### config.mk
export PLATFORM = sky130hd
export DESIGN_NAME = apb_master
export DESIGN_NICKNAME = d
export VERILOG_FILES = /design/src/rtl/apb_master.sv
export SDC_FILE = /design/constraint.sdc
export NUM_CORES = 1
export LEC_CHECK = 0
export CAP_MARGIN = 20
export CORE_ASPECT_RATIO = 1.4
export CORE_MARGIN = 2
export CORE_UTILIZATION = 45
export DETAILED_ROUTE_END_ITERATION = 12
export PLACE_DENSITY = 0.71
export SETUP_SLACK_MARGIN = 0.5
export SYNTH_ARGS = -nofsm -noshare
export SYNTH_HDL_FRONTEND = slang
export SYNTH_SLANG_ARGS = --single-unit
### constraint.sdc
create_clock -name clk -period 6.6 [get_ports clk]
set_input_delay 0.99 -clock clk [delete_from_list [all_inputs] [get_ports clk]]
set_output_delay 0.99 -clock clk [all_outputs]
set_load 0.1 [all_outputs]
### src/rtl/apb_master.sv
// apb_master: queued command front-end driving a single APB3 requester.
// Commands enter a small FIFO; a 3-state FSM replays them as APB transfers.
//
// Ports:
//   clk, rst          clock, synchronous active-high reset
//   cmd_valid/ready   command push handshake (ready while queue not full)
//   cmd_write/addr/   command direction, address, write data
//   cmd_wdata
//   PSEL..PWDATA      registered APB requester outputs
//   PRDATA            slave read data, sampled at the end of ACCESS
//   rsp_valid/write/  one-cycle completion pulse with direction and
//   rsp_rdata         read data (0 for writes)
//   busy              FSM active or commands still queued
module apb_master #(
  parameter int AMBA_WORD       = 32,
  parameter int AMBA_ADDR_DEPTH = 12,
  parameter int FIFO_DEPTH      = 4
) (
  input  logic                     clk,
  input  logic                     rst,
  input  logic                     cmd_valid,
  output logic                     cmd_ready,
  input  logic                     cmd_write,
  input  logic [AMBA_ADDR_DEPTH:0] cmd_addr,
  input  logic [AMBA_WORD-1:0]     cmd_wdata,
  output logic                     PSEL,
  output logic                     PENABLE,
  output logic                     PWRITE,
  output logic [AMBA_ADDR_DEPTH:0] PADDR,
  output logic [AMBA_WORD-1:0]     PWDATA,
  input  logic [AMBA_WORD-1:0]     PRDATA,
  output logic                     rsp_valid,
  output logic                     rsp_write,
  output logic [AMBA_WORD-1:0]     rsp_rdata,
  output logic                     busy
);

  localparam int AW = AMBA_ADDR_DEPTH + 1;
  localparam int PW = $clog2(FIFO_DEPTH);
  localparam int CW = $clog2(FIFO_DEPTH + 1);

  typedef struct packed {
    logic                 write;
    logic [AW-1:0]        addr;
    logic [AMBA_WORD-1:0] wdata;
  } cmd_t;

  typedef enum logic [1:0] {
    IDLE,
    SETUP,
    ACCESS
  } state_t;

  cmd_t          mem [FIFO_DEPTH];
  cmd_t          head;
  logic [PW-1:0] wr_ptr;
  logic [PW-1:0] rd_ptr;
  logic [CW-1:0] count;
  logic          push;
  logic          pop;
  logic          q_empty;
  state_t        state;
  state_t        state_n;

  assign q_empty   = (count == '0);
  assign cmd_ready = (count != CW'(FIFO_DEPTH));
  assign push      = cmd_valid && cmd_ready;
  assign head      = mem[rd_ptr];
  assign busy      = (state != IDLE) || !q_empty;

  // Storage carries no reset; only slots between rd_ptr and
  // wr_ptr are ever read.
  always_ff @(posedge clk) begin
    if (push) begin
      mem[wr_ptr] <= '{
        write: cmd_write,
        addr:  cmd_addr,
        wdata: cmd_wdata
      };
    end
  end

  // Power-of-two depth lets the pointers wrap naturally.
  always_ff @(posedge clk) begin
    if (rst) begin
      wr_ptr <= '0;
      rd_ptr <= '0;
      count  <= '0;
    end else begin
      if (push) wr_ptr <= wr_ptr + PW'(1);
      if (pop)  rd_ptr <= rd_ptr + PW'(1);
      unique case ({push, pop})
        2'b10:   count <= count + CW'(1);
        2'b01:   count <= count - CW'(1);
        default: count <= count;
      endcase
    end
  end

  // Pops happen only from IDLE or ACCESS so ACCESS can chain
  // straight into the next SETUP without an idle gap.
  always_comb begin
    state_n = state;
    pop     = 1'b0;
    unique case (state)
      IDLE: begin
        if (!q_empty) begin
          pop     = 1'b1;
          state_n = SETUP;
        end
      end
      SETUP: begin
        state_n = ACCESS;
      end
      ACCESS: begin
        if (!q_empty) begin
          pop     = 1'b1;
          state_n = SETUP;
        end else begin
          state_n = IDLE;
        end
      end
      default: begin
        state_n = IDLE;
      end
    endcase
  end

  // APB strobes are decoded from the next state so they come
  // straight from flops.
  always_ff @(posedge clk) begin
    if (rst) begin
      state     <= IDLE;
      PSEL      <= 1'b0;
      PENABLE   <= 1'b0;
      PWRITE    <= 1'b0;
      PADDR     <= '0;
      PWDATA    <= '0;
      rsp_valid <= 1'b0;
      rsp_write <= 1'b0;
      rsp_rdata <= '0;
    end else begin
      state     <= state_n;
      PSEL      <= (state_n != IDLE);
      PENABLE   <= (state_n == ACCESS);
      rsp_valid <= (state == ACCESS);
      if (state == ACCESS) begin
        rsp_write <= PWRITE;
        rsp_rdata <= PWRITE ? '0 : PRDATA;
      end
      if (pop) begin
        PWRITE <= head.write;
        PADDR  <= head.addr;
        PWDATA <= head.write ? head.wdata : '0;
      end
    end
  end

endmodule
==> flow_metrics.env <==
export IMPL_post_route_period_util_pct=55.5
export IMPL_via_count=6128
export IMPL_mostFrequentLayoutCell="edfxtp_1"
export IMPL_async_flop_share_pct=0
export IMPL_cts_resized=0
export IMPL_crit_chain="or3_2 -> or3_1 -> clkdlybuf4s50_1"
export IMPL_synth_seq_cells=276
export IMPL_grt_usage_pct=18.3
export IMPL_maxCapViolCount=0
export IMPL_p_clk_share_pct=24.1
export IMPL_hold_class="flop to flop"
export IMPL_peakVddDrop_mv=0.242
export IMPL_die_x_um=132
export IMPL_final_hold_viol_count=0
export IMPL_vias_per_cell=5.41
export IMPL_wl_per_cell_um=19.5
export IMPL_power_density_nw_per_um2=447
export IMPL_num_nets_final=899
export IMPL_root_buffer="clkbuf_16"
export IMPL_start_util_pct=45.7
export IMPL_postCtsSetupBuffers=0
export IMPL_path_class="flop to primary output"
export IMPL_path_clk_slew_ns=0.06
export IMPL_wl_um=22100
export IMPL_drt_iter0_markers=391
export IMPL_maxSlewViolCount=0
export IMPL_setup_viol=0
export IMPL_max_clock_freq_mhz=273
export IMPL_yosysWarningCount=0
export IMPL_synth_cells=667
export IMPL_fillerInstances=1800
export IMPL_required_ns=5.61
export IMPL_clk_latency_ns=0.51
export IMPL_synth_cell_types=32
export IMPL_drt_first_pass_iters=6
export IMPL_cts_buffer_depth=3
export IMPL_dpl_cell_count=1086
export IMPL_row_count=65
export IMPL_grt_overflow_total=0
export IMPL_crit_slowest_cell="clkdlybuf4s50_1"
export IMPL_p_seq_share_pct=38.8
export IMPL_finish_utilization_pct=57.3
export IMPL_crit_family="buffers and inverters"
export IMPL_cp_max_fo=5
export IMPL_numCtsBuffers=25
export IMPL_synth_fp_nets=754
export IMPL_yosysSeqAreaShare_pct=71.5
export IMPL_die_y_um=183
export IMPL_grt_pass1_vias=6355
export IMPL_fin_cells=1133
export IMPL_pre_cts_ws_ns=3.47
export IMPL_p_sw_w=0.00229
export IMPL_core_area_sq_um=22500
export IMPL_antenna_found_initial=2
export IMPL_p_sw_share_pct=39.7
export IMPL_syn2layout_area_growth_pct=25.4
export IMPL_leakage_nw=4.11
export IMPL_combPwrFrac_pct=37.1
export IMPL_dp_hpwl_um=12700
export IMPL_cts_tree="yes"
export IMPL_drcViolationCount=0
export IMPL_synthFlopType="edfxtp_1"
export IMPL_grt_max_degree=91
export IMPL_cts_sinks=276
export IMPL_syn_area_sq_um=10300
export IMPL_tns_ns=0
export IMPL_hold_buffers=0
export IMPL_tightestPinTransition_ns=1.04
export IMPL_outcome="completed"
export IMPL_die_area_sq_um=24100
export IMPL_grt_pass1_wl_um=34700
export IMPL_synth_edf_count=184
export IMPL_arrival_ns=2.67
export IMPL_cts_htree_levels=1
export IMPL_max_stage_delay_ns=0.99
export IMPL_port_buffers=164
export IMPL_drive_gt1_share_pct=12.5
export IMPL_intPower_w=0.00348
export IMPL_worst_slack_ns=2.94
export IMPL_end_kind="primary output"
export IMPL_whs_ns=0.449
export IMPL_period_minus_slack_ns=3.66
export IMPL_syn_avg_cell_area_sq_um=15.4
export IMPL_crit_buf_inv=1
export IMPL_rsz0062_at_grt="false"
export IMPL_cp_start_kind="flop"
export IMPL_regToRegSetupSlack_ns=4.09
export IMPL_skew_ns=0.00665
export IMPL_relSlewSlack_pct=30.3
export IMPL_ant_nets=0
export IMPL_final_cell_mix="184 x edfxtp_1, 163 x clkdlybuf4s50_1, 89 x dfxtp_1"
export IMPL_finalWeightedCongestion=0.731
export IMPL_ioPinCount=165
-- flip-flops by register name, summed over array words and instances (netlist names), named ones only --
register / count
PADDR: 13
mem: 184
rd_ptr: 2
count: 3
wr_ptr: 2
rsp_valid: 1
PSEL: 1
PENABLE: 1
rsp_write: 1
PWRITE: 1
PWDATA: 32
rsp_rdata: 32
state: 1
-- synthesized netlist by cell type, types with 4 or more instances --
cell type	instances	share of area (%)
edfxtp_1	184	54
dfxtp_1	92	18
a21oi_1	86	4.2
o21ai_0	48	2.3
mux4_2	43	9.4
nand2_1	35	1.3
nand3b_1	32	2.3
nand4_1	32	1.9
clkbuf_1	23	0.84
buf_2	20	0.97
nand3_1	17	0.83
inv_1	7	0.26
buf_6	6	0.66
buf_1	5	0.18
ha_1	5	0.61
nor2_1	5	0.18
and3_1	4	0.24
-- stage by stage --
step / power [W] / area (sq um)
floorplan: 0.00391 / 10300
global placement: 0.00442 / 12100
detailed placement: 0.00444 / 12100
CTS: 0.00583 / 12900
global route: 0.00601 / 12900
finish: 0.00577 / 12900
-- power by group through the flow --
stage	sequential (W)	combinational, W	clock, W
2_1_floorplan	0.00310	0.000812	0
3_3_place_gp	0.00228	0.00214	0
3_5_place_dp	0.00229	0.00215	0
4_1_cts	0.00225	0.00216	0.00142
5_1_grt	0.00228	0.00225	0.00149
6_report	0.00224	0.00214	0.00139
-- routing by layer --
layer	GRT usage, %	routed length (um)	share of wire (%)
met3	3.68	1360	6.2
met1	22.1	8950	41
met2	32.8	11300	51
met4	5.83	440	2.0
met5	0	0	0
-- worst paths after layout --
path / from / to / depth (start not counted)
max reg2reg: flop / PWDATA[22]$_SDFFE_PP0P_ / 3
min reg2reg: rsp_rdata[10]$_SDFFE_PP0P_ / rsp_rdata[10]$_SDFFE_PP0P_ / 2
min: rsp_rdata[10]$_SDFFE_PP0P_ / rsp_rdata[10]$_SDFFE_PP0P_ / 2
max: count[2]$_SDFFE_PP0P_ / busy / 3
-- worst min-delay path, cell delays in order (launching register included) --
cell and delay [ns]:
dfxtp_1 0.31, nand2_1 0.05, a21oi_1 0.05
-- area by class of cell --
cell class / count / area [sq um] / area share (%)
Clock inverter: 15 / 126 / 0.979
Tap cell: 301 / 377 / 2.92
Multi-Input combinational cell: 327 / 2630 / 20.4
Timing Repair Buffer: 175 / 1720 / 13.3
Sequential cell: 276 / 7370 / 57.1
Antenna cell: 2 / 5.00 / 0.0388
Clock buffer: 30 / 654 / 5.07
Inverter: 7 / 26.3 / 0.203
-- logic make-up (layout without fill, tap and decap cells) --
logic type      count (synthesis)  count (layout)  synth area share [%]
flops                         276             276                  71.5
buf+inv                        64             227                  3.10
other cells                     0               2                     0
simple gates                  136             136                  7.52
compound gates                137             137                  6.73
mux                            46              46                  10.2
xor+xnor                        2               2                 0.170
fa+ha+maj                       6               6                 0.802
Note: power is estimated with default switching activity, not from simulation.
